## src/rtl/booth_mult_seq.sv

```systemverilog
// Sequential radix-2 Booth multiplier: one Booth step per clock, signed or unsigned
// operands chosen per operation, valid/ready handshake on both the operand and product sides.
module booth_mult_seq #(
  parameter int unsigned WIDTH = 8
) (
  input  logic                 CLOCK_50,
  input  logic                 resetn,
  input  logic                 in_valid,
  output logic                 in_ready,
  input  logic                 in_signed,
  input  logic [WIDTH-1:0]     in_a,
  input  logic [WIDTH-1:0]     in_b,
  output logic                 out_valid,
  input  logic                 out_ready,
  output logic [2*WIDTH-1:0]   out_p,
  output logic                 busy
);

  localparam int unsigned CntW = $clog2(WIDTH + 2);

  typedef enum logic [1:0] {StIdle, StRun, StDone} state_e;

  state_e               state_q, state_d;
  logic [WIDTH+1:0]     a_q, a_d;
  logic [WIDTH:0]       m_q, m_d;
  logic [WIDTH:0]       q_q, q_d;
  logic                 qm1_q, qm1_d;
  logic [CntW-1:0]      cnt_q, cnt_d;
  logic [2*WIDTH-1:0]   p_q, p_d;
  logic [WIDTH+1:0]     a_sum;

  always_comb begin
    state_d = state_q;
    a_d     = a_q;
    m_d     = m_q;
    q_d     = q_q;
    qm1_d   = qm1_q;
    cnt_d   = cnt_q;
    p_d     = p_q;
    a_sum   = a_q;
    case (state_q)
      StIdle: begin
        if (in_valid) begin
          // The mode lives on only through the extension bit of M and Q.
          m_d     = {in_signed & in_a[WIDTH-1], in_a};
          q_d     = {in_signed & in_b[WIDTH-1], in_b};
          a_d     = '0;
          qm1_d   = 1'b0;
          cnt_d   = CntW'(WIDTH + 1);
          state_d = StRun;
        end
      end
      StRun: begin
        case ({q_q[0], qm1_q})
          2'b01:   a_sum = a_q + {m_q[WIDTH], m_q};
          2'b10:   a_sum = a_q - {m_q[WIDTH], m_q};
          default: a_sum = a_q;
        endcase
        a_d   = {a_sum[WIDTH+1], a_sum[WIDTH+1:1]};
        q_d   = {a_sum[0], q_q[WIDTH:1]};
        qm1_d = q_q[0];
        cnt_d = cnt_q - 1'b1;
        if (cnt_q == CntW'(1)) begin
          p_d     = {a_d[WIDTH-2:0], q_d};
          state_d = StDone;
        end
      end
      StDone: begin
        if (out_ready) state_d = StIdle;
      end
      default: state_d = StIdle;
    endcase
  end

  always_ff @(posedge CLOCK_50) begin
    if (!resetn) begin
      state_q <= StIdle;
      a_q     <= '0;
      m_q     <= '0;
      q_q     <= '0;
      qm1_q   <= 1'b0;
      cnt_q   <= '0;
      p_q     <= '0;
    end else begin
      state_q <= state_d;
      a_q     <= a_d;
      m_q     <= m_d;
      q_q     <= q_d;
      qm1_q   <= qm1_d;
      cnt_q   <= cnt_d;
      p_q     <= p_d;
    end
  end

  assign in_ready  = (state_q == StIdle);
  assign out_valid = (state_q == StDone);
  assign busy      = (state_q != StIdle);
  assign out_p     = p_q;

endmodule

```

## config.mk

```make
export PLATFORM = sky130hd
export DESIGN_NAME = booth_mult_seq
export DESIGN_NICKNAME = d
export VERILOG_FILES = /design/src/rtl/booth_mult_seq.sv
export SDC_FILE = /design/constraint.sdc
export NUM_CORES = 1
export LEC_CHECK = 0
export ABC_AREA = 1
export ABC_CLOCK_PERIOD_IN_PS = 2100
export CAP_MARGIN = 15
export CORE_ASPECT_RATIO = 0.6
export CORE_MARGIN = 1.5
export CORE_UTILIZATION = 35
export CTS_CLUSTER_SIZE = 16
export DETAILED_ROUTE_END_ITERATION = 12
export GPL_ROUTABILITY_DRIVEN = 0
export SKIP_CTS_REPAIR_TIMING = 1
export SYNTH_ARGS = -nofsm -noshare
export SYNTH_HDL_FRONTEND = slang
export SYNTH_SLANG_ARGS = --single-unit
export TNS_END_PERCENT = 5
```

## constraint.sdc

```tcl
create_clock -name CLOCK_50 -period 2.1 [get_ports CLOCK_50]
set_input_delay 0.42 -clock CLOCK_50 [delete_from_list [all_inputs] [get_ports CLOCK_50]]
set_output_delay 0.42 -clock CLOCK_50 [all_outputs]
set_load 0.01 [all_outputs]
```

==> metrics, run 1 <==
CTS tree built; Avg WL per Cell 13.2 µm; vias in the first global route 2465; share of layout cells above drive strength 1 0.218; Static Leakage 1.61 nW; total gr overflow 0; Setup crit end kind flip-flop; die area 8510 µm²; slowest stage cell on the critical path dfxtp_2; Num CTS Buffers 5; startpoint types flip-flop; drc violations 0; area delta synth->final 37.0%; largest net degree at the start of global routing 30; worst path cell trace inv_2, ha_4, inv_4, nor2_4, inv_2, nor2_2, nand2_1, nand2_1, xor2_1, inv_1, ha_4, nand2_4, nor2_2, nand3_1, nand3_1, nand3_2, nand2_2, nand2_2, a21oi_2; Top delay family on crit path simple AND/OR/NAND/NOR gates; CP peak stage delay 0.33 ns; HP Class reg2reg; H-tree depth 2; worst skew pair latency 0.29 ns; Die Y 72.1 µm; Synth top area share 0.360; FF+latch area 1000 µm²; clock root cell clkbuf_16; router iterations before antenna repair 4; DP HPWL 5310 µm; async set or reset register ratio after synthesis 0; pre-CTS setup slack -0.308 ns; leading area contributor after synthesis dfxtp_1; CP arrival 2.52 ns; core area 7480 µm²; final WL 7460 µm; commonest cells in the netlist nand2_1, inv_1, dfxtp_1; ys flop type dfxtp_1; peak supply drop 0.351 mV; Hold Violations, Final 0; via-per-instance ratio 4.81; register bit total from synthesis 50; row count 24; initial antenna violation count 0; fillcell total 699; Routed Antenna Nets 0; Slew HR 0.726; GRT Util Overall 0.171; violated checks setup timing; worst-path fanout max 4; Period Utilization, post-route 1.09; fin area 3810 µm²; RSZ-0062 raised after global routing true; Power per Cell Area 791 nW/µm²; clock slew at reported path FFs 0.06 ns; Port Buffers 39; post-synthesis sequential area ratio 0.360; number of flops mapped to enable cells by yosys 0; footprint of the multi-input gates 1660 µm²; Worst-Margin Slew 0.410 ns; # nets final 499; Cell Area, Synth 2780 µm²; DP Area 3470 µm²; DR iter-0 viols 108; via count 2730; CP Buf/Inv Count 4; Max Clk Rate 435 MHz; Mapped Cells 400; Antenna diodes 0; Die X 118 µm; fin. max-slew vios 0; cell with the most instances after synthesis nand2_1; Period minus WS final 2.30 ns; final worst slack -0.199 ns; max cap viols 0; Max clock buf depth 2; skew final 0.00297 ns; Syn Nets 435; I/O pin total 40; clock sinks 50; Synth area leaders dfxtp_1, nand2_1, inv_1; Finish-stage setup viols 11; Synth warnings 0; FF-to-FF setup slack -0.20 ns; post-synthesis cell type count 38; CP required 2.32 ns; Initial Util 0.372; first-pass GRT wire length 11600 µm; post-layout util 0.510; Syn Area/Cell 6.95 µm²; CP Class reg2reg; status finished with violations
per-stage QoR:
step	hold slack (ns)	power, mW	setup TNS, ns	cells
after floorplan	0.439	1.70	0	400
after global placement	0.448	2.03	-2.45	558
after detailed placement	0.454	2.05	-2.96	558
after CTS	0.463	2.84	-3.36	564
after global routing	0.486	3.18	-3.66	567
final	0.459	3.01	-1.43	567
state kept, by name, indices dropped and copies added (netlist names):
register and count:
out_p 16, a_q 9, m_q 9, qm1_q 1
cnt_q 4, state_q 2, q_q 9
worst reg2reg max path, delay by kind of cell (launching register included):
family	cells	cell delay [ns]
buffers and inverters	4	0.25
AND/OR/NAND/NOR	11	0.91
XOR/XNOR	1	0.14
AO/OA/AOI/OAI	1	0.13
adder cells (fa/ha/maj)	2	0.44
flip-flops	1	0.33
cells by family (layout without fill, tap and decap cells):
kind of cell    Yosys count  after routing  synth area share
xor+xnor                  8              8            0.0252
buf+inv                  72            135             0.113
fa+ha+maj                14             14            0.0657
compound gates           78             78             0.157
simple gates            178            178             0.278
flops                    50             50             0.360
final cells by class:
type,count,share of cell area
inverter,56,0.0571
multi-input combinational,278,0.436
timing repair buffer,73,0.173
clock buffer,6,0.0365
sequential,50,0.264
tap,104,0.0342
routing by layer:
layer,GRT usage,up-vias,wire length [µm]
met3,0.0425,9,317
met4,0.0515,0,76
met5,0,-,0
met1,0.244,1248,3850
li1,-,1415,-
met2,0.255,58,3220
cells in the final DEF (no fill, tap or decap), types with 2 or more instances in the layout:
| cell | Yosys | routed |
|---|---|---|
| o21ai_0 | 16 | 13 |
| inv_2 | 3 | 9 |
| nor3_1 | 3 | 2 |
| nor2_1 | 27 | 21 |
| ha_1 | 13 | 7 |
| a31oi_1 | 9 | 9 |
| a21oi_1 | 37 | 31 |
| inv_1 | 51 | 44 |
| dfxtp_1 | 50 | 47 |
| o21ai_2 | 0 | 2 |
| nor2_2 | 1 | 5 |
| xor2_1 | 7 | 7 |
| dfxtp_2 | 0 | 3 |
| clkdlybuf4s50_1 | 0 | 39 |
| clkbuf_16 | 0 | 5 |
| nand2_1 | 115 | 103 |
| inv_4 | 2 | 3 |
| a21oi_2 | 0 | 6 |
| buf_4 | 1 | 33 |
| nand3_2 | 0 | 3 |
| o21ai_1 | 6 | 7 |
| or2_1 | 2 | 2 |
| ha_4 | 0 | 6 |
| nor2_4 | 1 | 3 |
| nand3_1 | 19 | 16 |
| nand4_1 | 4 | 4 |
| nor2_8 | 2 | 2 |
| or2_2 | 2 | 2 |
| nand2_2 | 0 | 10 |
| nand2_4 | 1 | 3 |
path summary, 6_finish.rpt:
check / from / endpoint / cells after the start
worst min register to register: out_p[5]$_SDFFE_PN0P_ / out_p[5]$_SDFFE_PN0P_ / 2
worst max-delay path: m_q[1]$_SDFFE_PN0P_ / a_q[6]$_SDFFE_PN0P_ / 19
worst min-delay path: out_p[5]$_SDFFE_PN0P_ / out_p[5]$_SDFFE_PN0P_ / 2
worst max register to register: m_q[1]$_SDFFE_PN0P_ / a_q[6]$_SDFFE_PN0P_ / 19
where the power goes:
group,internal [mW],switching [mW]
clock,0.461,0.342
sequential,1.02,0.0548
combinational,0.508,0.631
(Power assumes the default switching activity.)
==> run 2: changes to the inputs <==
Settings changed: ABC_AREA 1 to not set.
==> run 2 against run 1 <==
  * The flow still finishes with violations (setup timing)
  * First-iteration DRC count grew 19%
  * Design area down 2.4%
  * Register-to-register slack lost 0.11 ns
  * Sequential share of layout area up 0.81 points
  * Final cell count fell by 11%
  * Sequential cell count is the same
  * Clock power up 2%
  * Non-clock buffer count up 7
  * Area after synthesis fell by 5.4%
  * Via count is 7.4% lower
  * Critical endpoint is now out_p[15]$_SDFFE_PN0P_
==> metrics, run 2 <==
Top delay family on crit path simple AND/OR/NAND/NOR gates (unchanged); final worst slack -0.306 ns (was -0.199 ns); Slew HR 0.630 (was 0.726); CP required 2.32 ns (about the same); Port Buffers 39 (unchanged); Static Leakage 1.35 nW (was 1.61 nW); FF+latch area 1010 µm² (was 1000 µm²); CTS tree built (unchanged); hold path depth 2 (unchanged); status finished with violations (unchanged); via count 2528 (was 2730); Syn Area/Cell 7.91 µm² (was 6.95 µm²); internal power 1.95 mW (was 1.98 mW); share of layout cells above drive strength 1 0.226 (was 0.218); FF-to-FF setup slack -0.31 ns (was -0.20 ns); Clk network pwr share 0.284 (was 0.267); Syn Nets 368 (was 435); row count 24 (unchanged); most frequent cells in the layout nand2_1, dfxtp_1, a21oi_1 (was nand2_1, dfxtp_1, inv_1); setup TNS -2.47 ns (was -1.43 ns); leading area contributor after synthesis dfxtp_1 (unchanged); hold path startpoint out_p[7]$_SDFFE_PN0P_ (was out_p[5]$_SDFFE_PN0P_); drc violations 0 (unchanged); DP HPWL 5160 µm (was 5310 µm); Worst-Margin Slew 0.553 ns (was 0.410 ns); register bit total from synthesis 50 (unchanged); router iterations before antenna repair 4 (unchanged); Initial Util 0.362 (was 0.372); Routed Antenna Nets 0 (unchanged); clock root cell clkbuf_16 (unchanged); final WL 7210 µm (was 7460 µm); post-layout total power 2.89 mW (was 3.01 mW); max FFs per register 16 (unchanged); Cell Area, Synth 2630 µm² (was 2780 µm²); Power per Cell Area 777 nW/µm² (was 791 nW/µm²); async set or reset register ratio after synthesis 0 (unchanged); CP Buf/Inv Count 3 (was 4); fillcell total 740 (was 699); reg2reg path depth 13 (was 19); Psw 937 µW (was 1.03 mW); clock slew at reported path FFs 0.07 ns (was 0.06 ns); CP Class reg2reg (unchanged); part of the power in registers 0.364 (was 0.355); peak supply drop 0.365 mV (was 0.351 mV); die area 8070 µm² (was 8510 µm²); footprint of the multi-input gates 1660 µm² (about the same); Synth top area share 0.380 (was 0.360); cell with the most instances after synthesis nand2_1 (unchanged); Die X 115 µm (was 118 µm); RSZ-0062 raised after global routing true (unchanged); Mapped Cells 333 (was 400); Fin Hold WS 0.456 ns (was 0.459 ns); total gr overflow 0 (unchanged); fin. max-slew vios 0 (unchanged); # nets final 436 (was 499); Die Y 70.2 µm (was 72.1 µm); post-synthesis sequential area ratio 0.380 (was 0.360); core area 7270 µm² (was 7480 µm²); initial antenna violation count 0 (unchanged); HP Class reg2reg (unchanged); largest net degree at the start of global routing 30 (unchanged); GRT Util Overall 0.181 (was 0.171); Hold Violations, Final 0 (unchanged); clock sinks 50 (unchanged); max cap viols 0 (unchanged); sw frac 0.324 (was 0.341); pre-CTS setup slack -0.384 ns (was -0.308 ns); Period Utilization, post-route 1.15 (was 1.09); slowest stage cell on the critical path ha_1 (was dfxtp_2); CP peak stage delay 0.38 ns (was 0.33 ns); worst reg2reg endpoint out_p[15]$_SDFFE_PN0P_ (was a_q[6]$_SDFFE_PN0P_); skew final 0.00661 ns (was 0.00297 ns); Antenna diodes 0 (unchanged); worst skew pair latency 0.29 ns (about the same); Finish-stage setup viols 11 (unchanged); number of flops mapped to enable cells by yosys 0 (unchanged); Synth warnings 0 (unchanged); CP arrival 2.63 ns (was 2.52 ns); worst path cell trace inv_4, ha_4, nand2_4, nor3_4, nor2_2, xnor2_1, ha_1, inv_2, or2_4, a2111oi_4, nor4b_2, buf_4, a21oi_2 (was inv_2, ha_4, inv_4, nor2_4, inv_2, nor2_2, nand2_1, nand2_1, xor2_1, inv_1, ha_4, nand2_4, nor2_2, nand3_1, nand3_1, nand3_2, nand2_2, nand2_2, a21oi_2); worst-path fanout max 4 (unchanged); vias in the first global route 2415 (was 2465); I/O pin total 40 (unchanged); via-per-instance ratio 5.00 (was 4.81); area delta synth->final 41.3% (was 37.0%); Setup crit end kind flip-flop (unchanged); DR iter-0 viols 128 (was 108); ys flop type dfxtp_1 (unchanged); H-tree depth 2 (unchanged); Avg WL per Cell 14.3 µm (was 13.2 µm); Num CTS Buffers 5 (unchanged); first-pass GRT wire length 11500 µm (was 11600 µm); commonest cells in the netlist nand2_1, dfxtp_1, a21oi_1 (was nand2_1, inv_1, dfxtp_1); startpoint types flip-flop (unchanged); Max Clk Rate 416 MHz (was 435 MHz); Reg-to-Reg Start m_q[1]$_SDFFE_PN0P_ (unchanged); Logic pwr share 0.353 (was 0.378); hold endpoint out_p[7]$_SDFFE_PN0P_ (was out_p[5]$_SDFFE_PN0P_); post-synthesis cell type count 44 (was 38); Max clock buf depth 2 (unchanged); post-layout util 0.512 (was 0.510); violated checks setup timing (unchanged); Period minus WS final 2.41 ns (was 2.30 ns); most common cell after layout, fill and taps aside nand2_1 (unchanged); Synth area leaders dfxtp_1, nand2_1, a21oi_1 (was dfxtp_1, nand2_1, inv_1)
-- run 2: cell types whose count changed after synthesis, sizes merged, moves of 5 or more --
cell	change
and2	+5
a31oi	-5
xnor2	+9
inv	-44
a22oi	+7
a21oi	+10
clkbuf	+5
nor2b	+6
nand3	-10
o21ai	-11
nand2	-50
nor2	-9
-- run 2: routing by layer --
metal | global-route usage | share of wire | wire (µm) | vias up
li1 | - | - | - | 1282
met1 | 0.282 | 0.53 | 3820 | 1183
met5 | 0 | 0 | 0 | -
met2 | 0.249 | 0.41 | 2930 | 59
met4 | 0.0412 | 0.0058 | 42 | 0
met3 | 0.0382 | 0.058 | 415 | 4
-- run 2: final cells by class --
type / count / share of cell area
multi-input cells: 251 / 0.445
flip-flops and latches: 50 / 0.272
repair buffers: 80 / 0.194
well taps: 104 / 0.0350
clock buffers: 5 / 0.0336
inverters: 13 / 0.0138
clock inverters: 3 / 0.00639
-- run 2: worst max-delay path by stage --
stage                        startpoint                endpoint  slack [ns]  cells after the start
floorplan            qm1_q$_SDFFE_PN0P_     a_q[6]$_SDFFE_PN0P_       -0.23                     12
global placement    m_q[0]$_SDFFE_PN0P_  out_p[13]$_SDFFE_PN0P_       -0.37                     11
detailed placement  m_q[0]$_SDFFE_PN0P_     a_q[6]$_SDFFE_PN0P_       -0.38                     11
CTS                 m_q[0]$_SDFFE_PN0P_     a_q[4]$_SDFFE_PN0P_       -0.41                     11
global route        m_q[0]$_SDFFE_PN0P_     a_q[6]$_SDFFE_PN0P_       -0.45                     13
finish              m_q[1]$_SDFFE_PN0P_  out_p[15]$_SDFFE_PN0P_       -0.31                     13
-- run 2: worst reg2reg max path, cell delays in order, from the launching register on --
cell	delay, ns
dfxtp_4	0.37
inv_4	0.06
ha_4	0.15
nand2_4	0.06
nor3_4	0.16
nor2_2	0.06
xnor2_1	0.13
ha_1	0.38
inv_2	0.06
or2_4	0.25
a2111oi_4	0.33
nor4b_2	0.10
buf_4	0.15
a21oi_2	0.10
-- run 2: logic make-up (layout without fill, tap and decap cells) --
logic type               after synthesis  count (layout)  synth area share
AND/OR/NAND/NOR                      131             131             0.228
AO/OA/AOI/OAI                         89              89             0.215
flip-flops                            50              50             0.380
buffers and inverters                 32             101            0.0489
adder cells (fa/ha/maj)               14              14            0.0694
XOR/XNOR                              13              13            0.0433
multiplexers                           4               4            0.0157
-- run 2: stage by stage --
stage / cells / instance area, µm²
2_1_floorplan: 333 / 2680
5_1_grt: 506 / 3720
3_5_place_dp: 495 / 3420
6_report: 506 / 3720
4_1_cts: 503 / 3570
3_3_place_gp: 495 / 3420
-- run 2: power by group through the flow --
stage	Sequential [mW]	Clock [mW]	Combinational, mW
after floorplan	1.06	0	0.565
after global placement	1.07	0	0.899
after detailed placement	1.07	0	0.910
after CTS	1.05	0.845	0.915
after global routing	1.06	0.877	1.11
final	1.05	0.820	1.02
==> run 3: changes to the inputs <==
Settings changed: ABC_CLOCK_PERIOD_IN_PS 2100 to 2750.
Clock period 2.1 ns to 2.75 ns, I/O delays scaled along.
==> run 3 against run 2 <==
  * The run now ends clean
  * Global-route usage shrank 0.76 points
  * First-iteration DRC count grew 24%
  * Final cell count shrank 6.7%
  * Sequential share of layout area grew 3.1 points
  * Clock-buffer cell count grew 1
  * Hold slack is essentially flat
  * Via count shrank 4.7%
  * Non-clock buffer count shrank 34
  * Sequential cell count is the same
  * Register-to-register slack gained 0.44 ns
  * Worst setup slack gained 0.44 ns
  * Clock power shrank 9.8%
  * Critical path type unchanged
==> metrics, run 3 (synthesis gave the netlist of run 2 again) <==
first-pass GRT wire length 10900 µm (was 11500 µm); worst skew pair latency 0.30 ns (was 0.29 ns); DR iter-0 viols 159 (was 128); Die Y 70.2 µm (unchanged); Max Clk Rate 382 MHz (was 416 MHz); Hold Violations, Final 0 (unchanged); CP arrival 2.80 ns (was 2.63 ns); via count 2408 (was 2528); pre-CTS setup slack 0.156 ns (was -0.384 ns); final worst slack 0.136 ns (was -0.306 ns); fin area 3310 µm² (was 3720 µm²); H-tree depth 2 (unchanged); total gr overflow 0 (unchanged); Port Buffers 39 (unchanged); status finished clean (was finished with violations); Finish-stage setup viols 0 (was 11); GRT Util Overall 0.173 (was 0.181); Avg WL per Cell 13.9 µm (was 14.3 µm); skew final 0.00577 ns (was 0.00661 ns); die area 8070 µm² (unchanged); Worst-Margin Slew 0.842 ns (was 0.553 ns); largest net degree at the start of global routing 44 (was 30); vias in the first global route 2231 (was 2415); Static Leakage 1.16 nW (was 1.35 nW); Period minus WS final 2.61 ns (was 2.41 ns); max cap viols 0 (unchanged); Power per Cell Area 639 nW/µm² (was 777 nW/µm²); CP Class reg2reg (unchanged); DP HPWL 4710 µm (was 5160 µm); share of layout cells above drive strength 1 0.0679 (was 0.226); CP required 2.94 ns (was 2.32 ns); setup TNS 0 ns (was -2.47 ns); Setup crit end kind flip-flop (unchanged); clock root cell clkbuf_16 (unchanged); Antenna diodes 0 (unchanged); most frequent cells in the layout nand2_1, dfxtp_1, a21oi_1 (unchanged); Routed Antenna Nets 0 (unchanged); drc violations 0 (unchanged); HP Class reg2reg (unchanged); I/O pin total 40 (unchanged); Num CTS Buffers 5 (unchanged); Slew HR 0.438 (was 0.630); startpoint types flip-flop (unchanged); initial antenna violation count 0 (unchanged); CTS tree built (unchanged); router iterations before antenna repair 4 (unchanged); core area 7270 µm² (unchanged); fin. max-slew vios 0 (unchanged); DP Area 3130 µm² (was 3420 µm²); via-per-instance ratio 5.10 (was 5.00); Die X 115 µm (unchanged); Max clock buf depth 2 (unchanged); max FFs per register 16 (unchanged); clock slew at reported path FFs 0.07 ns (about the same); # nets final 402 (was 436); Period Utilization, post-route 0.951 (was 1.15); clock sinks 50 (unchanged); fillcell total 745 (was 740); final WL 6550 µm (was 7210 µm); most common cell after layout, fill and taps aside nand2_1 (unchanged); RSZ-0062 raised after global routing true (unchanged); peak supply drop 0.225 mV (was 0.365 mV); worst-path fanout max 5 (was 4); area delta synth->final 25.7% (was 41.3%); row count 24 (unchanged); Initial Util 0.362 (unchanged)
==> run 3: cell count changes in the layout (fill, tap and decap cells not counted), sizes merged <==
cell      delta
buf         -34
clkinvlp     -2
bufinv       +1
clkbuf       +1
==> run 3: worst paths after layout <==
check | start | endpoint | cells after the start | slack, ns
max reg2reg | m_q[0]$_SDFFE_PN0P_ | a_q[6]$_SDFFE_PN0P_ | 11 | 0.14
min | out_p[10]$_SDFFE_PN0P_ | out_p[10]$_SDFFE_PN0P_ | 2 | 0.46
min reg2reg | out_p[10]$_SDFFE_PN0P_ | out_p[10]$_SDFFE_PN0P_ | 2 | 0.46
max | m_q[0]$_SDFFE_PN0P_ | a_q[6]$_SDFFE_PN0P_ | 11 | 0.14
==> run 3: per-stage QoR <==
stage / util / instances / hold slack [ns] / power [mW]
3_3_place_gp: 0.430 / 464 / 0.445 / 1.37
6_report: 0.455 / 472 / 0.456 / 2.11
5_1_grt: 0.455 / 472 / 0.481 / 2.25
2_1_floorplan: - / 333 / 0.444 / 1.23
4_1_cts: 0.455 / 472 / 0.456 / 2.13
3_5_place_dp: 0.430 / 464 / 0.446 / 1.38
==> run 3: per-layer routing <==
layer,vias up,share of wire,GRT usage
met2,68,0.41,0.235
met1,1126,0.51,0.261
met5,-,0,0
met4,0,0.0038,0.0329
met3,4,0.075,0.0608
li1,1210,-,-
==> run 3: area by class of cell <==
type                    count  area, µm²  share of cell area
flip-flops and latches     50       1000               0.302
repair buffers             46        443               0.134
inverters                  13       48.8              0.0147
clock buffers               6        139              0.0420
well taps                 104        130              0.0393
clock inverters             2       38.8              0.0117
multi-input cells         251       1510               0.456
==> run 3: power breakdown <==
part	leakage, nW	internal, mW	switching (mW)
registers	0.407	0.764	0.0373
logic	0.670	0.252	0.319
clock network	0.0875	0.458	0.283
==> run 3: critical path, stage by stage, from the launching register on <==
cell       delay (ns)
dfxtp_1          0.41
inv_1            0.06
ha_1             0.28
mux2_2           0.29
inv_1            0.06
ha_1             0.21
nor2b_1          0.18
o31ai_4          0.32
a2111oi_4        0.12
nor4b_2          0.34
o21ai_1          0.08
and2_1           0.17
